`src/rtl/nl_outvc_alloc_ctrl_pkg.sv`:
```
// Shared router definitions: port/VC counts, port naming, per-VC state
// encoding and the turn-legality function used to mask requesters.
package nl_outvc_alloc_ctrl_pkg;

  localparam int NL_NP        = 5;
  localparam int NL_NV        = 4;
  localparam int NL_BUF_DEPTH = 4;

  typedef enum logic [2:0] {
    PORT_LOCAL = 3'd0,
    PORT_NORTH = 3'd1,
    PORT_EAST  = 3'd2,
    PORT_SOUTH = 3'd3,
    PORT_WEST  = 3'd4
  } output_port_t;

  typedef enum logic {
    VC_FREE  = 1'b0,
    VC_ALLOC = 1'b1
  } vc_state_t;

  // A flit may not leave through the port it arrived on (no U-turns,
  // no local-to-local loopback).
  function automatic logic NL_route_valid_turn(input int in_port, input int out_port);
    return (in_port != out_port);
  endfunction

endpackage

```
`src/rtl/nl_rr_arbiter.sv`:
```
// N-wide round-robin arbiter.
//   clk, rst_n  : clock, async active-low reset
//   req         : request vector
//   update_en   : advance pointer to winner+1 (only when the grant is used)
//   gnt         : one-hot winner (combinational), any_gnt = |gnt
module nl_rr_arbiter #(
  parameter int N  = 5,
  parameter int PW = (N > 1) ? $clog2(N) : 1
) (
  input  logic         clk,
  input  logic         rst_n,
  input  logic [N-1:0] req,
  input  logic         update_en,
  output logic [N-1:0] gnt,
  output logic         any_gnt
);

  logic [PW-1:0] ptr;
  logic [PW-1:0] win;

  // First pass searches from the pointer upward; if nothing is found the
  // second pass picks the lowest index, which is the wrapped continuation.
  always_comb begin
    gnt     = '0;
    any_gnt = 1'b0;
    win     = '0;
    for (int j = 0; j < N; j++) begin
      if (!any_gnt && req[j] && (PW'(j) >= ptr)) begin
        gnt[j]  = 1'b1;
        any_gnt = 1'b1;
        win     = PW'(j);
      end
    end
    for (int j = 0; j < N; j++) begin
      if (!any_gnt && req[j]) begin
        gnt[j]  = 1'b1;
        any_gnt = 1'b1;
        win     = PW'(j);
      end
    end
  end

  always_ff @(posedge clk or negedge rst_n) begin
    if (!rst_n) begin
      ptr <= '0;
    end else if (update_en && any_gnt) begin
      ptr <= (win == PW'(N - 1)) ? '0 : win + 1'b1;
    end
  end

endmodule

```
`src/rtl/nl_outvc_alloc_ctrl.sv`:
```
// Per-output-port VC allocator and credit tracker.
//   clk, rst_n            : clock, async active-low reset
//   req[NP]               : input-port VC requests, held until granted
//   grant[NP], grant_vc[NV]: registered one-hot grant pulse and VC granted
//   flit_sent/flit_vc/flit_tail : flit forwarded on this output
//   credit_in/credit_vc   : credit returned from downstream
//   vc_status[NV]         : VC owned;  vc_blocked[NV]: VC has zero credits
//   err                   : sticky protocol error
//
// Per-VC state:
//   state    | meaning
//   VC_FREE  | unowned; grantable once downstream buffer fully drained
//   VC_ALLOC | owned by a packet until its tail flit is sent
module nl_outvc_alloc_ctrl
  import nl_outvc_alloc_ctrl_pkg::*;
#(
  parameter output_port_t OUTPUT_PORT = PORT_LOCAL,
  parameter int NP        = NL_NP,
  parameter int NV        = NL_NV,
  parameter int BUF_DEPTH = NL_BUF_DEPTH,
  parameter int CW        = $clog2(BUF_DEPTH + 1)
) (
  input  logic          clk,
  input  logic          rst_n,
  input  logic [NP-1:0] req,
  output logic [NP-1:0] grant,
  output logic [NV-1:0] grant_vc,
  input  logic          flit_sent,
  input  logic [NV-1:0] flit_vc,
  input  logic          flit_tail,
  input  logic          credit_in,
  input  logic [NV-1:0] credit_vc,
  output logic [NV-1:0] vc_status,
  output logic [NV-1:0] vc_blocked,
  output logic          err
);

  logic [CW-1:0] credit [NV];
  vc_state_t     vc_state [NV];

  logic [NP-1:0] turn_mask, eligible, arb_gnt;
  logic          arb_any;
  logic [NV-1:0] free_vc;
  logic          free_any, do_grant;
  logic          flit_ok, credit_ok, err_next;
  logic [NV-1:0] cdec, cinc, c_under, c_over;

  always_comb begin
    turn_mask = '0;
    for (int p = 0; p < NP; p++) turn_mask[p] = NL_route_valid_turn(p, int'(OUTPUT_PORT));
  end

  // The requester granted this cycle still has req high; keep it out.
  assign eligible = req & turn_mask & ~grant;

  // Uses registered state, so a VC freed by a tail this cycle only
  // becomes a candidate next cycle.
  always_comb begin
    free_vc  = '0;
    free_any = 1'b0;
    for (int j = 0; j < NV; j++) begin
      if (!free_any && (vc_state[j] == VC_FREE) && (credit[j] == CW'(BUF_DEPTH))) begin
        free_vc[j] = 1'b1;
        free_any   = 1'b1;
      end
    end
  end

  assign do_grant = arb_any & free_any;

  nl_rr_arbiter #(.N(NP)) u_arb (
    .clk       (clk),
    .rst_n     (rst_n),
    .req       (eligible),
    .update_en (do_grant),
    .gnt       (arb_gnt),
    .any_gnt   (arb_any)
  );

  // Malformed VC vectors are ignored for state/credits and only flag err.
  assign flit_ok   = flit_sent & $onehot(flit_vc);
  assign credit_ok = credit_in & $onehot(credit_vc);

  always_comb begin
    cdec       = '0;
    cinc       = '0;
    c_under    = '0;
    c_over     = '0;
    vc_status  = '0;
    vc_blocked = '0;
    for (int j = 0; j < NV; j++) begin
      cdec[j]       = flit_ok & flit_vc[j];
      cinc[j]       = credit_ok & credit_vc[j];
      c_under[j]    = cdec[j] & ~cinc[j] & (credit[j] == '0);
      c_over[j]     = cinc[j] & ~cdec[j] & (credit[j] == CW'(BUF_DEPTH));
      vc_status[j]  = (vc_state[j] == VC_ALLOC);
      vc_blocked[j] = (credit[j] == '0);
    end
  end

  assign err_next = err
                  | (flit_sent & ~$onehot(flit_vc))
                  | (credit_in & ~$onehot(credit_vc))
                  | (flit_ok & |(flit_vc & ~vc_status))
                  | (|c_under)
                  | (|c_over);

  always_ff @(posedge clk or negedge rst_n) begin
    if (!rst_n) begin
      grant    <= '0;
      grant_vc <= '0;
      err      <= 1'b0;
      for (int j = 0; j < NV; j++) begin
        vc_state[j] <= VC_FREE;
        credit[j]   <= CW'(BUF_DEPTH);
      end
    end else begin
      grant    <= do_grant ? arb_gnt : '0;
      grant_vc <= do_grant ? free_vc : '0;
      err      <= err_next;
      for (int j = 0; j < NV; j++) begin
        if (do_grant && free_vc[j]) begin
          vc_state[j] <= VC_ALLOC;
        end else if (flit_ok && flit_tail && flit_vc[j]) begin
          vc_state[j] <= VC_FREE;
        end
        // Saturating counter: out-of-range moves hold the value.
        if (cdec[j] && !cinc[j] && !c_under[j]) begin
          credit[j] <= credit[j] - 1'b1;
        end else if (cinc[j] && !cdec[j] && !c_over[j]) begin
          credit[j] <= credit[j] + 1'b1;
        end
      end
    end
  end

endmodule

```
`config.mk`:
```
export PLATFORM = sky130hd
export DESIGN_NAME = nl_outvc_alloc_ctrl
export DESIGN_NICKNAME = d
export VERILOG_FILES = /design/src/rtl/nl_outvc_alloc_ctrl_pkg.sv /design/src/rtl/nl_rr_arbiter.sv /design/src/rtl/nl_outvc_alloc_ctrl.sv
export SDC_FILE = /design/constraint.sdc
export NUM_CORES = 1
export LEC_CHECK = 0
export ABC_AREA = 1
export BUFFER_PORTS_ARGS = -buffer_cell sky130_fd_sc_hd__buf_2
export CORE_ASPECT_RATIO = 0.8
export CORE_MARGIN = 1
export CORE_UTILIZATION = 25
export CTS_BUF_LIST = sky130_fd_sc_hd__clkbuf_16
export DETAILED_ROUTE_END_ITERATION = 7
export GPL_ROUTABILITY_DRIVEN = 0
export SLEW_MARGIN = 20
export SYNTH_ARGS = -nofsm -noshare
export SYNTH_HDL_FRONTEND = slang
export SYNTH_HIERARCHICAL = 1
export SYNTH_SLANG_ARGS = --single-unit
```
`constraint.sdc`:
```
create_clock -name clk -period 2.4 [get_ports clk]
set_input_delay 0.48 -clock clk [delete_from_list [all_inputs] [get_ports clk]]
set_output_delay 0.48 -clock clk [all_outputs]
set_load 0.05 [all_outputs]
```
# == Word-level counts from Yosys, hierarchy flattened ==
# Index checks and enable logic that the tools add are counted.
# word_totals
output_inout_bits,18
register_bits,29
word_cells,236
# op_classes
mux,54
bitwise,53
n_addsub,15
reduce_logical,90
n_lt_le_gt_ge,5
n_eq_ne,7
# ops
operator,count
$logic_and 1x1->1,47
$mux 3,15
$mux 1,35
$and 1x1->1,30
$logic_not 1->1,28
$reduce_bool 2->1,8
$add 3x1->3 const B,5
$eq 3x3->1 const B,5
$not 1->1,14
$logic_not 3->1,4
$reduce_or 4->1,3
$sub 3x1->3 const B,4
$add 1x1->2,4
$add 2x2->3,2
$eq 3x1->1 const B,2
$ge 1x3->1 const A,2
$ge 2x3->1 const A,2
$and 5x5->5,1
$mux 5,1
$not 5->5,1
$or 1x1->1,5
$and 4x4->4,1
$mux 2,2
$mux 4,1
other kinds (2),2

# == Longest topological paths before layout ==
# logic_depth
ltp_word,38
ltp_mapped,17

# == By module ==
# The synthesis kept the hierarchy.
# by_module_without_submodules
mod,area_each_um2,cells_per_inst,n_inst,seq_area_each_um2
nl_outvc_alloc_ctrl,1739.2,220,1,655.6
nl_rr_arbiter,400.4,68,1,75.1

# == Worst setup path before layout ==
# No wires, ideal clock.
# synth_timing
path_type,input to register
start,in flit_vc[0]
end,reg credit[11] (netlist name)
t_required_ns,2.340
cell_stages,15
setup_ns,0.060
arrival_time_ns,2.778
slack_ns,-0.438
path_buffers,0
cell_sequence,inv_1 -> fa_1 -> inv_1 -> ha_1 -> ha_1 -> nor2_2 -> nand2_4 -> nor2_4 -> nand3_2 -> fa_1 -> inv_1 -> nand4_1 -> nand3_1 -> nand2_1 -> nand2_1
# synth_via
elab_chain_cells,11
word_cells_on_any_way,19
cone_classes,add/sub: 2; eq/ne: 1; mux: 1; bitwise: 7; reduce/logical: 8
# synth_lines
element,line_no,source
"start, declared",nl_outvc_alloc_ctrl.sv:29,"input logic [NV-1:0] flit_vc,"
$add 1x1->2 (implied by the code),nl_outvc_alloc_ctrl.sv:81,assign flit_ok = flit_sent & $onehot(flit_vc);
$add 2x2->3 (implied by the code),nl_outvc_alloc_ctrl.sv:81,
$eq 3x1->1,nl_outvc_alloc_ctrl.sv:81,
$and 1x1->1,nl_outvc_alloc_ctrl.sv:81,
$and 1x1->1 (*),nl_outvc_alloc_ctrl.sv:92,cdec[j] = flit_ok & flit_vc[j];
$not 1->1,nl_outvc_alloc_ctrl.sv:95,c_over[j] = cinc[j] & ~cdec[j] & (credit[j] == CW'(BUF_DEPTH));
$and 1x1->1 (2 in series),nl_outvc_alloc_ctrl.sv:95,
$logic_not 1->1,nl_outvc_alloc_ctrl.sv:130,end else if (cinc[j] && !cdec[j] && !c_over[j]) begin
$logic_and 1x1->1,nl_outvc_alloc_ctrl.sv:130,
$reduce_bool 2->1 (no line),--,
"end signal, assigned by index",nl_outvc_alloc_ctrl.sv:115,credit[j] <= CW'(BUF_DEPTH);
"end signal, assigned by index",nl_outvc_alloc_ctrl.sv:129,credit[j] <= credit[j] - 1'b1;
"end signal, assigned by index",nl_outvc_alloc_ctrl.sv:131,credit[j] <= credit[j] + 1'b1;
"end, declared",nl_outvc_alloc_ctrl.sv:38,logic [CW-1:0] credit [NV];
# Mark *: on every way between the ends. The rest lies on a longest branch, timed or not.
# A chain may end at the register's enable or synchronous reset.

# == Worst setup path after layout ==
# layout_timing
start,in flit_vc[0]
end,reg credit[0] (netlist name)
# layout_via
elab_chain_cells,11
word_cells_on_any_way,19
cone_classes,add/sub: 2; eq/ne: 1; mux: 1; bitwise: 7; reduce/logical: 8
# layout_lines
element,line_no
$add 1x1->2 (implied by the code) (*),nl_outvc_alloc_ctrl.sv:81
$add 2x2->3 (implied by the code) (*),nl_outvc_alloc_ctrl.sv:81
$eq 3x1->1 (*),nl_outvc_alloc_ctrl.sv:81
$and 1x1->1 (*),nl_outvc_alloc_ctrl.sv:81
$and 1x1->1 (*),nl_outvc_alloc_ctrl.sv:92
$not 1->1,nl_outvc_alloc_ctrl.sv:95
$and 1x1->1 (2 in series),nl_outvc_alloc_ctrl.sv:95
$logic_not 1->1,nl_outvc_alloc_ctrl.sv:130
$logic_and 1x1->1,nl_outvc_alloc_ctrl.sv:130
$reduce_bool 2->1 (no line),--
# Marks and branches as above.

==> flow_metrics.env <==
export IMPL_synthCells=288
export IMPL_drv_slew=0
export IMPL_area_growth_pct=41.6
export IMPL_hpwl_um=3950
export IMPL_clock_fmax_mhz=385
export IMPL_antenna_found_initial=0
export IMPL_drive_gt1_share_pct=37.2
export IMPL_setup_tns_ps=-1340
export IMPL_synth_area_um2=2140
export IMPL_num_io_pins=36
export IMPL_fin_crit_ps=2600
export IMPL_post_synth_top_area_fraction_pct=29.2
export IMPL_finalHoldViolations=0
export IMPL_status="complete, but fails checks"
export IMPL_r2r_start="grant[2]"
export IMPL_synthTopCellsByArea="dfrtp_1 (29%), inv_1 (12%), nand2_1 (8.9%)"
export IMPL_grt_usage_pct=12.0
export IMPL_drc=0
export IMPL_path_class="input pin to flip-flop"
export IMPL_powerDensity_nw_per_um2=1040
export IMPL_dr_total_vias=1993
export IMPL_clock_latency_ps=280
export IMPL_tritoncts="done"
export IMPL_p_leak_nw=1.59
export IMPL_wl_met2_um=2330
export IMPL_drt_iter0_drc=82
export IMPL_dp_slack_ps=-590
export IMPL_critPathLaunch="flit_vc[0]"
export IMPL_dpl_instance_area_um2=2630
export IMPL_avgRoutedWirePerCell_um=10.7
export IMPL_rsz0062_at_grt="true"
export IMPL_antenna_left=0
export IMPL_worstMarginPinSlew_ps=639
export IMPL_rows=29
export IMPL_dr_pass1_iters=4
export IMPL_grt_ovfl_total=0
export IMPL_drt_met1_wl_um=2510
export IMPL_setup_viol_count_final=9
export IMPL_worstPathCellList="buf_8, clkinvlp_4, fa_1, inv_1, ha_2, ha_4, nor2_4, nand2_4, nor2_4, nand3_2, buf_4, buf_6, buf_4, buf_4, nand2_4, xor2_1"
export IMPL_port_buffer_count=34
export IMPL_grt_pass1_wl_um=8570
export IMPL_endpoint_kind="flip-flop"
export IMPL_synth_seq_cells=29
export IMPL_synth_warnings=6
export IMPL_via_per_inst=4.23
export IMPL_crit_slowest_cell="fa_1"
export IMPL_n_fill_cell=852
export IMPL_setup_ws_ps=-200
export IMPL_routed_wl_um=5060
export IMPL_fin_cells=471
export IMPL_dieArea_um2=8930
export IMPL_min_path_type="input pin to async pin"
export IMPL_ys_types=27
export IMPL_critPathMaxStageDelay_ps=540
export IMPL_start_util_pct=26.3
export IMPL_vdd_ir_drop_max_mv=0.416
export IMPL_highest_layer="met4"
export IMPL_wl_met3_um=206
export IMPL_cts_sinks=29
export IMPL_synth_area_per_cell_um2=7.43
export IMPL_crit_fanout=5
export IMPL_die_x_um=105
export IMPL_place_inst=451
export IMPL_fp_dieH_um=84.7
export IMPL_critPathMostFrequentCell="buf_4"
export IMPL_synth_seq_area_share_pct=34.2
export IMPL_clockBufferDepth=2
export IMPL_clock_root_buffer="clkbuf_16"
export IMPL_final_util_pct=37.3
export IMPL_core_area_um2=8130
export IMPL_max_cap_violations=0
export IMPL_stdcell_area_um2=3030
export IMPL_cts_buffers_inserted=5
export IMPL_grt_pass1_vias=1967
export IMPL_worstPathArrival_ps=2800
export IMPL_start_kind="input pin"
export IMPL_relSlewSlack_pct=57.4
export IMPL_clkTransAtPathRegs_ps=50
export IMPL_grt_max_degree=30
export IMPL_violations="setup timing"
export IMPL_htree_levels=2
export IMPL_diodes=0
export IMPL_cts_hold_buf=0
export IMPL_worstPathRequired_ps=2600
export IMPL_fin_nets=392
export IMPL_min_period_over_period_pct=108
export IMPL_synth_area_leader_cell="dfrtp_1"
export IMPL_fin_skew_ps=4.34
## state kept, by name, indices dropped and copies added (netlist names)
| name | flops |
|---|---|
| vc_status | 4 |
| credit | 12 |
| grant | 5 |
| u_arb/ptr | 3 |
| grant_vc | 4 |
| err | 1 |
## synthesized netlist by cell type, drive strengths merged
cell type,instances
o31ai,1
fa,6
a31oi,1
dfstp,4
nor3,8
nand3,26
inv,70
nor2,40
o21ai,9
nand2,61
nand3b,6
dfrtp,25
nand4,13
ha,6
xor2,4
conb,1
a21oi,7
## placed cells by master (no fill, tap or decap), types with 2 or more instances in the layout
cell	count
nand2_1	49
conb_1	2
nor2_2	4
nand3_1	22
a21oi_2	4
nand2_4	5
nor3_2	3
ha_4	3
nand2_2	7
ha_1	2
nand4_1	12
nand3_4	2
nor2_4	8
buf_2	32
nand3_2	2
inv_2	7
inv_1	60
fa_2	4
dfstp_2	4
xor2_1	4
buf_6	8
nor3_1	5
fa_1	2
dfrtp_1	25
buf_4	25
o21ai_0	9
clkinvlp_4	5
a21oi_1	2
nand3b_4	2
nand3b_1	4
clkbuf_16	5
nor2_1	28
## area by class of cell
class,count,area (um^2),area share (%)
Timing Repair Buffer,66,453,15.0
Inverter,70,273,9.00
Sequential cell,29,731,24.1
Multi-Input combinational cell,190,1290,42.6
Clock buffer,5,125,4.13
Clock inverter,3,22.5,0.743
Tap cell,108,135,4.46
## final timing paths
path / to / slack (ps) / cells after the start
min in group clk: credit[5] / 480 / 2
min: grant_vc[3] / 220 / 1
max reg2reg: u_arb/ptr[2] / 300 / 15
max in group asynchronous: credit[3] / 1760 / 1
max: credit[0] / -200 / 16
min reg2reg: credit[5] / 480 / 2
## layer usage
layer  track usage [%]  up-vias
li1                  -     1044
met1              15.5      912
met2              19.6       33
met3              3.03        4
met4              3.46        0
met5                 0        -
## worst max-delay path, delay by kind of cell
kind	cells	cell delay, ps
xor gates and xnor gates	1	140
adders and majority gates	3	930
buffers and inverters	7	700
and+or+nand+nor	5	550
## kinds of logic (layout without fill, tap and decap cells)
family | count (synthesis) | count (layout) | share of synthesized area (%)
buf+inv | 70 | 144 | 12.3
simple gates | 154 | 154 | 37.7
fa+ha+maj | 12 | 12 | 9.12
xor+xnor | 4 | 4 | 1.64
flops | 29 | 29 | 34.2
compound gates | 18 | 18 | 4.91
other cells | 1 | 2 | 0.175
## what timing repair did
action,in CTS,in global routing
setup buffers,11,4
endpoints found under the setup margin,11,13
gates resized for setup,11,28
endpoints found under the hold margin,0,0
pin swaps,13,17
## report_power, final
group	leakage [nW]	internal (W)	switching, W
registers	0.352	0.000699	0.000172
clock network	0.0621	0.000383	0.000235
logic	1.17	0.000571	0.00109
## through the flow
| stage | power, W | hold slack [ps] |
|---|---|---|
| final | 0.00314 | 221 |
| after global routing | 0.00339 | 285 |
| after CTS | 0.00309 | 251 |
| after detailed placement | 0.00240 | 470 |
| after global placement | 0.00237 | 471 |
| after floorplan | 0.00203 | 184 |
Power figures use the tool's default switching activity.
